===== src/rtl/ap_ctrl_profiler.sv =====
// Profiles ap_ctrl_hs start/done handshakes of an observed block and queues
// {start, latency, incomplete} records in a first-word fall-through FIFO.
module ap_ctrl_profiler #(
    parameter int unsigned CNT_W      = 32,
    parameter int unsigned FIFO_DEPTH = 4
) (
    input  logic             clock,
    input  logic             reset,
    input  logic             ap_start,
    input  logic             ap_done,
    input  logic             ap_ready,
    input  logic             finish,
    output logic             rec_valid,
    input  logic             rec_ready,
    output logic [CNT_W-1:0] rec_start,
    output logic [CNT_W-1:0] rec_latency,
    output logic             rec_incomplete,
    output logic [CNT_W-1:0] txn_count,
    output logic [CNT_W-1:0] ready_count,
    output logic             dropped,
    output logic             profiler_done
);
    localparam int unsigned PtrW = $clog2(FIFO_DEPTH);
    localparam logic [CNT_W-1:0] CntOne = 1;
    localparam logic [PtrW:0] PtrOne = 1;

    typedef enum logic [1:0] {StIdle, StBusy, StFinished} state_e;

    typedef struct packed {
        logic [CNT_W-1:0] start;
        logic [CNT_W-1:0] latency;
        logic             incomplete;
    } rec_t;

    state_e           state_q, state_d;
    logic [CNT_W-1:0] cyc_q, cyc_d;
    logic [CNT_W-1:0] start_ts_q, start_ts_d;
    logic [CNT_W-1:0] txn_q, txn_d;
    logic [CNT_W-1:0] ready_q, ready_d;
    logic             dropped_q, dropped_d;
    logic [PtrW:0]    wr_ptr_q, wr_ptr_d;
    logic [PtrW:0]    rd_ptr_q, rd_ptr_d;
    rec_t             mem_q [FIFO_DEPTH];
    rec_t             mem_d [FIFO_DEPTH];
    rec_t             new_rec;
    rec_t             head_rec;
    logic             push_req, push_ok, pop, empty, full, out_en;

    always_comb begin
        state_d    = state_q;
        start_ts_d = start_ts_q;
        push_req   = 1'b0;
        new_rec    = '0;
        unique case (state_q)
            StIdle: begin
                if (finish) begin
                    state_d = StFinished;
                end else if (ap_start) begin
                    if (ap_done) begin
                        push_req      = 1'b1;
                        new_rec.start = cyc_q;
                    end else begin
                        start_ts_d = cyc_q;
                        state_d    = StBusy;
                    end
                end
            end
            StBusy: begin
                // finish without done closes the open transaction as incomplete
                if (ap_done || finish) begin
                    push_req           = 1'b1;
                    new_rec.start      = start_ts_q;
                    new_rec.latency    = cyc_q - start_ts_q;
                    new_rec.incomplete = !ap_done;
                end
                if (finish) begin
                    state_d = StFinished;
                end else if (ap_done) begin
                    if (ap_start) begin
                        start_ts_d = cyc_q;
                    end else begin
                        state_d = StIdle;
                    end
                end
            end
            StFinished: ;
            default: state_d = StIdle;
        endcase
    end

    assign empty    = (wr_ptr_q == rd_ptr_q);
    assign full     = (wr_ptr_q[PtrW] != rd_ptr_q[PtrW]) &&
                      (wr_ptr_q[PtrW-1:0] == rd_ptr_q[PtrW-1:0]);
    assign pop      = !empty && rec_ready;
    assign push_ok  = push_req && (!full || pop);
    assign head_rec = mem_q[rd_ptr_q[PtrW-1:0]];

    always_comb begin
        mem_d     = mem_q;
        wr_ptr_d  = wr_ptr_q;
        rd_ptr_d  = rd_ptr_q;
        cyc_d     = cyc_q + CntOne;
        txn_d     = txn_q;
        ready_d   = ready_q;
        dropped_d = dropped_q | (push_req && !push_ok);
        if (push_ok) begin
            mem_d[wr_ptr_q[PtrW-1:0]] = new_rec;
            wr_ptr_d                  = wr_ptr_q + PtrOne;
        end
        if (pop) begin
            rd_ptr_d = rd_ptr_q + PtrOne;
        end
        // completed transactions are counted even when their record is dropped
        if (push_req && !new_rec.incomplete && (txn_q != '1)) begin
            txn_d = txn_q + CntOne;
        end
        if (ap_ready && (state_q != StFinished) && (ready_q != '1)) begin
            ready_d = ready_q + CntOne;
        end
    end

    always_ff @(posedge clock) begin
        if (reset) begin
            state_q    <= StIdle;
            cyc_q      <= '0;
            start_ts_q <= '0;
            txn_q      <= '0;
            ready_q    <= '0;
            dropped_q  <= 1'b0;
            wr_ptr_q   <= '0;
            rd_ptr_q   <= '0;
        end else begin
            state_q    <= state_d;
            cyc_q      <= cyc_d;
            start_ts_q <= start_ts_d;
            txn_q      <= txn_d;
            ready_q    <= ready_d;
            dropped_q  <= dropped_d;
            wr_ptr_q   <= wr_ptr_d;
            rd_ptr_q   <= rd_ptr_d;
        end
    end

    always_ff @(posedge clock) begin
        mem_q <= mem_d;
    end

    // Outputs are forced low while reset is asserted so they read zero immediately.
    assign out_en         = !reset && !empty;
    assign rec_valid      = out_en;
    assign rec_start      = out_en ? head_rec.start : '0;
    assign rec_latency    = out_en ? head_rec.latency : '0;
    assign rec_incomplete = out_en && head_rec.incomplete;
    assign txn_count      = reset ? '0 : txn_q;
    assign ready_count    = reset ? '0 : ready_q;
    assign dropped        = !reset && dropped_q;
    assign profiler_done  = !reset && (state_q == StFinished) && empty;

endmodule

===== config.mk =====
export PLATFORM = sky130hd
export DESIGN_NAME = ap_ctrl_profiler
export DESIGN_NICKNAME = d
export VERILOG_FILES = /design/src/rtl/ap_ctrl_profiler.sv
export SDC_FILE = /design/constraint.sdc
export NUM_CORES = 1
export LEC_CHECK = 0
export CAP_MARGIN = 25
export CORE_ASPECT_RATIO = 1.2
export CORE_MARGIN = 5
export CORE_UTILIZATION = 35
export CTS_BUF_LIST = sky130_fd_sc_hd__clkbuf_4 sky130_fd_sc_hd__clkbuf_8
export DETAILED_ROUTE_END_ITERATION = 7
export GPL_TIMING_DRIVEN = 0
export PLACE_DENSITY = 0.6
export SLEW_MARGIN = 20
export SYNTH_ARGS = -nofsm -noshare
export SYNTH_HDL_FRONTEND = slang
export SYNTH_SLANG_ARGS = --single-unit

===== constraint.sdc =====
create_clock -name clock -period 3.9 [get_ports clock]
set_input_delay 1.17 -clock clock [delete_from_list [all_inputs] [get_ports clock]]
set_output_delay 1.17 -clock clock [all_outputs]
set_load 0.05 [all_outputs]

==> flow_summary.toml, run 1 <==
[grt]
first_global_vias = 12900
antenna_found_initial = 4
grt_pass1_wl_mm = 73.4
grtUsageTotal_pct = 16.4
grt_max_degree = 36
overflow = 0

[setup_path]
crit_type = "input port to flip-flop"
start_kind = "input port"
path_cells = "clkdlybuf4s50_1, nor3b_1, and3b_1, clkbuf_1, nor2_1, nor2_1, and2_4, buf_12"
critical_path_arrival_ns = 4.12
r2r_end = "mem_q[29]"
critical-path-top-delay-family = "simple AND/OR/NAND/NOR gates"
worstSetupEndpointType = "flip-flop"
regToRegSetupSlack_ns = 0.36
critical_path_buf_inv_count = 3
critPathMostFrequentCell = "nor2_1"
r2r-start = "cyc_q[0]"
cp_max_fo = 34
rr_worst_depth = 10
cp.required_ns = 4.18
critical_path.max_stage_delay_ns = 0.61
crit_slowest_cell = "and2_4"

[hold_path]
hp-class = "flip-flop to flip-flop"
whs_path_depth = 2
holdPathEnd = "start_ts_q[15]"
holdCritStartpoint = "start_ts_q[15]"

[finish]
final_cells = 2560
nFillCells = 5108
fin_nets = 1851
drive_gt1_share_pct = 18.0
syn_to_final_growth_pct = 18.8

[drt]
antenna_left = 0
met1_length_mm = 19.9
routed.top_layer = "met5"
wl_per_cell_um = 18.4
dr.pass1.iters = 5
finalWirelength_mm = 47.2
wl_met3_mm = 2.28
vias = 12900
drc = 0
via_per_inst = 5.04
wl_met2_mm = 23.9
drt-initial-drc-count = 785

[synth]
ys_types = 72
ys_ff_latch = 397
ys_warn_count = 0
avgSynthCellArea_sq_um = 11.6
synthCells = 1592
synth_edf_count = 260
ys_async_sr_fraction_pct = 0
synth_ff_type = "edfxtp_1"
seq_area_frac_synth_pct = 56.9
syn_nets = 1640
netlist_area_sq_um = 18500

[sta]
fin_crit_ns = 3.84
maxSlewHeadroom_pct = 44.0
drv_slew = 0
fmax_ghz = 0.260
min_period_over_period_pct = 98.5
grt_setup_unrepaired = "true"
hold_viol_final = 0
setup_viol = 0
hold_slack_ns = 0.453
tightest_slew_ns = 0.836
skew_ns = 0.0269

[clock_tree]
clock_path_buffers = 3
cts.sinks = 397
clk_latency_ns = 0.62
path_clk_slew_ns = 0.06
htree_levels = 3
clock-root-buffer = "clkbuf_8"
cts_made_buffers = 68
cts_tree = "built"

[floorplan]
fp.dieH_um = 262
die_x_um = 220
die_area_sq_um = 57700
num_io_pins = 139
placementRows = 92
start_util_pct = 35.3
core-area_sq_um = 52500

[placed_design]
dp_hpwl_mm = 32.8
port_buffers = 138
place_inst = 2439
gp_congestion = 0.861

[status]
status = "finished clean"

[pwr]
p_leak_nw = 8.04
ir_drop_mv = 0.185
p_per_area_nw_per_um2 = 419

[run]
maxCapViolCount = 0
## tightest hold or removal path: stages (launching register included)
cell and delay (ns):
dfxtp_1 0.31, nand2_1 0.05, a21oi_1 0.05
## power breakdown
part | leakage, nW | switching, W | internal [W] | total [W]
logic | 3.69 | 0.000554 | 0.000318 | 0.000872
registers | 3.62 | 0.0000260 | 0.00448 | 0.00451
clock network | 0.737 | 0.00165 | 0.00220 | 0.00385
total | 8.04 | 0.00223 | 0.00700 | 0.00923
## cell usage after synthesis (6+ instances only)
cell type,count,share of area [%]
or4_1,10,0.41
and4_1,8,0.38
xor2_1,64,3.0
a21oi_1,73,2.0
o21ai_0,66,1.8
a21o_1,9,0.36
clkbuf_1,57,1.2
inv_1,51,1.0
ha_1,40,2.7
nand4_1,18,0.61
nor3b_1,6,0.24
nor2_1,143,2.9
or3_1,12,0.41
o21a_1,10,0.41
and3_1,19,0.64
nand3_1,59,1.6
dfxtp_1,137,15
nand2_1,168,3.4
nand2b_1,8,0.27
buf_2,11,0.30
and2_1,10,0.34
nor3_1,19,0.51
nor2b_1,134,4.5
nor4_1,9,0.30
buf_1,6,0.12
mux4_2,65,7.9
xnor2_1,37,1.7
o211ai_1,6,0.24
edfxtp_1,260,42
## placed cells by master (no fill, tap or decap), drive strengths merged, types with 5 or more instances in the layout
cell,instances
a211oi,6
a21o,9
a21oi,74
and2,10
and3,19
and4,10
buf,62
clkbuf,184
clkdlybuf4s15,21
clkdlybuf4s50,5
clkinv,19
dfxtp,137
dlygate4sd2,42
edfxtp,260
ha,40
inv,51
mux4,65
nand2,168
nand2b,8
nand3,59
nand4,21
nor2,144
nor2b,134
nor3,22
nor3b,6
nor4,10
o211ai,7
o21a,10
o21ai,68
o22ai,5
or2,5
or3,12
or4,10
xnor2,37
xor2,64
## how the worst max path moves through the flow
| stage | start | to | slack (ns) | depth (start not counted) |
|---|---|---|---|---|
| CTS | reset | rec_start[2] | 0.001 | 5 |
| global placement | reset | txn_count[24] | -1.64 | 6 |
| finish | finish | mem_q[73] | 0.06 | 8 |
| floorplan | reset | profiler_done | 0.07 | 3 |
| global route | finish | mem_q[102] | -0.05 | 8 |
| detailed placement | reset | txn_count[24] | -1.59 | 6 |
## routing by layer
layer,GRT usage [%],vias to the layer above
met2,28.7,320
met5,0,-
met4,5.41,4
met3,2.97,65
li1,-,6171
met1,20.5,6345
## flip-flops by register name, indices dropped and copies added (netlist names)
| name | count |
|---|---|
| dropped_q | 1 |
| ready_q | 32 |
| rd_ptr_q | 3 |
| state_q | 2 |
| cyc_q | 32 |
| start_ts_q | 32 |
| wr_ptr_q | 3 |
| mem_q | 260 |
| txn_q | 32 |
## final cells by class
| cell class | instances | area (sq um) | area share [%] |
|---|---|---|---|
| Tap cell | 705 | 882 | 4.01 |
| Buffer | 77 | 395 | 1.80 |
| Clock inverter | 23 | 178 | 0.807 |
| Timing Repair Buffer | 142 | 1110 | 5.06 |
| Sequential cell | 397 | 10600 | 47.9 |
| Clock buffer | 97 | 1220 | 5.52 |
| Multi-Input combinational cell | 1066 | 7480 | 34.0 |
| Inverter | 51 | 191 | 0.869 |
| Antenna cell | 2 | 5.00 | 0.0227 |
## per-stage QoR
step / power (W) / util (%) / worst slack, ns / cell area [sq um] / TNS, ns
3_5_place_dp: 0.00551 / 39.8 / -1.59 / 20900 / -236.50
6_report: 0.00923 / 42.0 / 0.0592 / 22000 / 0
2_1_floorplan: 0.00522 / - / 0.0658 / 18500 / 0
3_3_place_gp: 0.00550 / 39.6 / -1.64 / 20800 / -438.83
5_1_grt: 0.00960 / 41.9 / -0.0487 / 22000 / -2.66
4_1_cts: 0.00937 / 42.1 / 0.00117 / 22100 / 0
## logic make-up after synthesis
family	Yosys count	share of synthesized area (%)
muxes	71	8.24
DFF	397	56.9
and+or+nand+nor	641	17.5
AOI/OAI and AO/OA	212	6.94
adders and majority gates	41	2.81
xor gates and xnor gates	101	4.77
buffers and inverters	129	2.77
## timing repair
action / 4_1_cts / 5_1_grt
gates resized for setup: 381 / 68
pin swaps: 0 / 1
hold endpoints to repair: 0 / 0
setup buffers: 0 / 0
hold buffers: 0 / 0
setup endpoints to repair: 132 / 177
gates cloned: 0 / 0
No activity file was read; power rests on OpenSTA's default activity.
==> inputs of run 2 (changes only) <==
==> constraint.sdc (replaced) <==
create_clock -name clock -period 3.4 [get_ports clock]
set_input_delay 1.02 -clock clock [delete_from_list [all_inputs] [get_ports clock]]
set_output_delay 1.02 -clock clock [all_outputs]
set_load 0.05 [all_outputs]
==> flow_summary.toml, run 2 (synthesized netlist as in run 1, its figures left out) <==
[sta]
hold_viol_final = 0
drv_slew = 0
maxSlewHeadroom_pct = 41.2
fmax_ghz = 0.300
grt_setup_unrepaired = "true"
setup_viol = 0
hold_slack_ns = 0.452
tightest_slew_ns = 0.860
fin_crit_ns = 3.33
post-route-worst-setup-slack_ns = 0.0689
min_period_over_period_pct = 98.0
skew_ns = 0.0220

[placed_design]
post-place-ws_ns = -1.87
dp_hpwl_mm = 32.7
gp_congestion = 0.903
port_buffers = 138
post_dp_cell_area_sq_um = 20900

[grt]
met3_usage_pct = 3.23
first_global_vias = 12900
use_met2_pct = 28.7
grtUsageTotal_pct = 16.2
grt-busiest-layer = "met2"
use_met1_pct = 20.0
grt_max_degree = 36
grt_pass1_wl_mm = 73.1
overflow = 0
antenna_found_initial = 3

[setup_path]
r2r_end = "mem_q[216]"
r2r-start = "cyc_q[0]"
regToRegSetupSlack_ns = 0.19
rr_worst_depth = 10
worstSetupEndpointType = "output port"
critical_path_arrival_ns = 2.31
crit_start = "rd_ptr_q[0]"
crit_type = "flip-flop to output port"
cp.required_ns = 2.38
cp_max_fo = 10
start_kind = "flip-flop"

[finish]
final_cell_mix = "edfxtp_1 (260), nand2_1 (168), nor2_1 (142)"
regArea_sq_um = 10600
syn_to_final_growth_pct = 20.8
drive_gt1_share_pct = 21.1
largest-register = "mem_q"
multi_input_area_sq_um = 7560
final_cell_area_sq_um = 22400
nFillCells = 5044
final_common_cell = "edfxtp_1"
largest_reg_flops = 260
fin_nets = 1856

[drt]
vias = 12900
dr.pass1.iters = 7
wl_per_cell_um = 18.4
drc = 0
drt-initial-drc-count = 842
antenna_left = 0
finalWirelength_mm = 47.3
via_per_inst = 5.01

[clock_tree]
cts_made_buffers = 66
cts_tree = "built"
htree_levels = 3
clock_path_buffers = 3
cts.sinks = 397
clock-root-buffer = "clkbuf_8"
clk_latency_ns = 0.62
path_clk_slew_ns = 0.06

[run]
maxCapViolCount = 0

[floorplan]
die_area_sq_um = 57700
fp.dieH_um = 262
start_util_pct = 35.3
num_io_pins = 139
die_x_um = 220
core-area_sq_um = 52500
placementRows = 92

[pwr]
ir_drop_mv = 0.293
p_leak_nw = 7.90
p_per_area_nw_per_um2 = 467

[status]
status = "finished clean"

[hold_path]
holdCritStartpoint = "start_ts_q[4]"
whs_path_depth = 2
holdPathEnd = "start_ts_q[4]"
hp-class = "flip-flop to flip-flop"
run 2: cell count changes in the layout (fill, tap and decap cells not counted), sizes merged, moves of 3 or more:
| cell | before | now |
|---|---|---|
| clkdlybuf4s15 | 21 | 63 |
| clkbuf | 184 | 146 |
| dlygate4sd2 | 42 | 6 |
| buf | 62 | 91 |
| and2 | 10 | 14 |
| inv | 51 | 54 |
run 2: worst max-delay path, stage by stage, from the launching register on:
cell,delay (ns)
dfxtp_4,0.43
buf_12,0.18
buf_8,0.18
mux4_2,0.55
nor2b_1,0.16
buf_4,0.19
run 2: per-stage QoR:
stage / total power, W / utilization [%] / setup TNS [ns] / instances
after floorplan: 0.00599 / - / 0 / 1592
after global placement: 0.00631 / 39.6 / -623.96 / 2435
after detailed placement: 0.00632 / 39.8 / -415.41 / 2439
after CTS: 0.0106 / 42.6 / -0.0107 / 2562
after global routing: 0.0109 / 42.7 / -0.0511 / 2567
final: 0.0105 / 42.7 / 0 / 2567
run 2: worst max-delay path by stage:
stage	end	cells past startpoint
floorplan	rec_latency[0]	4
global placement	txn_count[24]	6
detailed placement	txn_count[24]	6
CTS	txn_count[24]	6
global route	rec_valid	6
finish	rec_start[30]	5
run 2: power by group:
part | total [W] | leakage [nW] | switching [W] | internal (W)
logic | 0.00108 | 3.58 | 0.000653 | 0.000424
registers | 0.00517 | 3.62 | 0.0000302 | 0.00514
clock network | 0.00421 | 0.697 | 0.00189 | 0.00232
run 2: repair_timing:
action,in CTS,in global routing
pin swaps,5,2
hold buffers,0,0
setup buffers,1,3
resized for setup,618,26
setup endpoints to repair,312,243
cloned,4,0
run 2: area by class of cell:
class | instances | share of cell area, %
buffer | 76 | 2.16
antenna | 3 | 0.0335
multi-input combinational | 1070 | 33.8
sequential | 397 | 47.2
inverter | 51 | 0.855
clock inverter | 29 | 0.889
timing repair buffer | 146 | 6.14
clock buffer | 90 | 5.03
tap | 705 | 3.94
run 2: routing by layer:
| metal | part of all wire, % | up-vias |
|---|---|---|
| met5 | 0 | - |
| met4 | 2.2 | 0 |
| met3 | 5.6 | 70 |
| met2 | 51 | 317 |
| met1 | 41 | 6316 |
| li1 | - | 6169 |
==> inputs of run 3 (changes only) <==
--- a/config.mk
+++ b/config.mk
@@ -8,11 +8,11 @@
 export CAP_MARGIN = 25
 export CORE_ASPECT_RATIO = 1.2
 export CORE_MARGIN = 5
-export CORE_UTILIZATION = 35
+export CORE_UTILIZATION = 25
 export CTS_BUF_LIST = sky130_fd_sc_hd__clkbuf_4 sky130_fd_sc_hd__clkbuf_8
 export DETAILED_ROUTE_END_ITERATION = 7
 export GPL_TIMING_DRIVEN = 0
-export PLACE_DENSITY = 0.6
+export PLACE_DENSITY = 0.48
 export SLEW_MARGIN = 20
 export SYNTH_ARGS = -nofsm -noshare
 export SYNTH_HDL_FRONTEND = slang
==> flow_summary.toml, run 3 (synthesized netlist as in run 1, its figures left out) <==
[drt]
wl_per_cell_um = 18.7
finalWirelength_mm = 52.7
via_per_inst = 4.57
drc = 0
antenna_left = 0
dr.pass1.iters = 7
drt-initial-drc-count = 704
vias = 12900

[grt]
first_global_vias = 13500
overflow = 0
grt_pass1_wl_mm = 80.8
antenna_found_initial = 1
grt_max_degree = 38
grtUsageTotal_pct = 13.0

[clock_tree]
path_clk_slew_ns = 0.05
clock_path_buffers = 3
clk_latency_ns = 0.63
cts_made_buffers = 72
cts_tree = "built"
htree_levels = 3
clock-root-buffer = "clkbuf_8"
cts.sinks = 397

[sta]
fin_tns_setup_ns = 0
grt_setup_unrepaired = "true"
min_period_over_period_pct = 98.3
setup_viol = 0
drv_slew = 0
tightest_slew_ns = 0.864
fin_crit_ns = 3.34
hold_viol_final = 0
maxSlewHeadroom_pct = 41.8
fmax_ghz = 0.299
skew_ns = 0.0325

[finish]
final_cell_mix = "edfxtp_1 (260), nand2_1 (168), nor2_1 (142)"
syn_to_final_growth_pct = 25.9
final_cell_area_sq_um = 23300
largest-register = "mem_q"
fin_nets = 1873
largest_reg_flops = 260
final_common_cell = "edfxtp_1"
drive_gt1_share_pct = 23.7

[run]
maxCapViolCount = 0

[floorplan]
start_util_pct = 25.2
placementRows = 109
num_io_pins = 139
die_area_sq_um = 79700
fp.dieH_um = 308
die_x_um = 259
core-area_sq_um = 73600

[status]
status = "finished clean"

[hold_path]
hp-class = "flip-flop to flip-flop"

[setup_path]
crit_type = "input port to output port"
worstSetupEndpointType = "output port"
start_kind = "input port"
critical_path_arrival_ns = 2.32
cp_max_fo = 10
cp.required_ns = 2.38

[placed_design]
gp_congestion = 0.885
post_dp_cell_area_sq_um = 21200
dp_hpwl_mm = 36.3
port_buffers = 138

[pwr]
p_leak_nw = 8.33
ir_drop_mv = 0.240
p_per_area_nw_per_um2 = 471
[run 3: metal layers]
metal	up-vias	wire length, um	GRT usage [%]
met5	-	0	0
met4	0	1270	4.45
met3	79	2910	3.14
met2	322	27000	23.3
met1	6271	21500	15.4
li1	6225	-	-
[run 3: worst max-delay path: stages]
cell and delay, ns:
clkdlybuf4s15_2 0.26, clkbuf_8 0.21, buf_4 0.21, buf_4 0.20
nor2_1 0.11, buf_2 0.30
[run 3: path summary, 6_finish.rpt]
check,startpoint,endpoint,slack (ns),depth (start not counted)
min,start_ts_q[30],start_ts_q[30],0.45,2
max,reset,txn_count[24],0.06,6
max reg2reg,cyc_q[0],mem_q[86],0.22,10
min reg2reg,start_ts_q[30],start_ts_q[30],0.45,2
[run 3: per-stage QoR]
stage	hold WS, ns	util, %	power (W)	setup slack, ns	std cells
floorplan	0.432	-	0.00599	0.0917	1592
global placement	0.442	28.7	0.00635	-2.03	2673
detailed placement	0.447	28.8	0.00635	-2.07	2677
CTS	0.455	31.7	0.0112	-0.0927	2821
global route	0.474	31.7	0.0115	-0.0635	2822
finish	0.454	31.7	0.0110	0.0576	2822
[run 3: power breakdown]
part,total [W],internal (W),switching [W],leakage (nW)
sequential,0.00517,0.00514,0.0000263,3.62
combinational,0.00131,0.000574,0.000739,3.95
clock,0.00450,0.00253,0.00197,0.766
[run 3: area by class of cell]
type | count | area (sq um)
plain buffers | 74 | 537
repair buffers | 162 | 1630
fillers | 7548 | 50300
inverters | 51 | 191
well taps | 943 | 1180
flip-flops and latches | 397 | 10600
diodes | 1 | 2.50
clock inverters | 23 | 138
clock buffers | 104 | 1300
multi-input cells | 1067 | 7790
[run 3: timing repair]
item | in CTS | in global routing
pin swaps | 3 | 2
gates cloned | 6 | 2
endpoints found under the setup margin | 323 | 209
endpoints found under the hold margin | 0 | 0
buffers inserted | 11 | 5
resized for setup | 755 | 111
hold buffers | 0 | 0
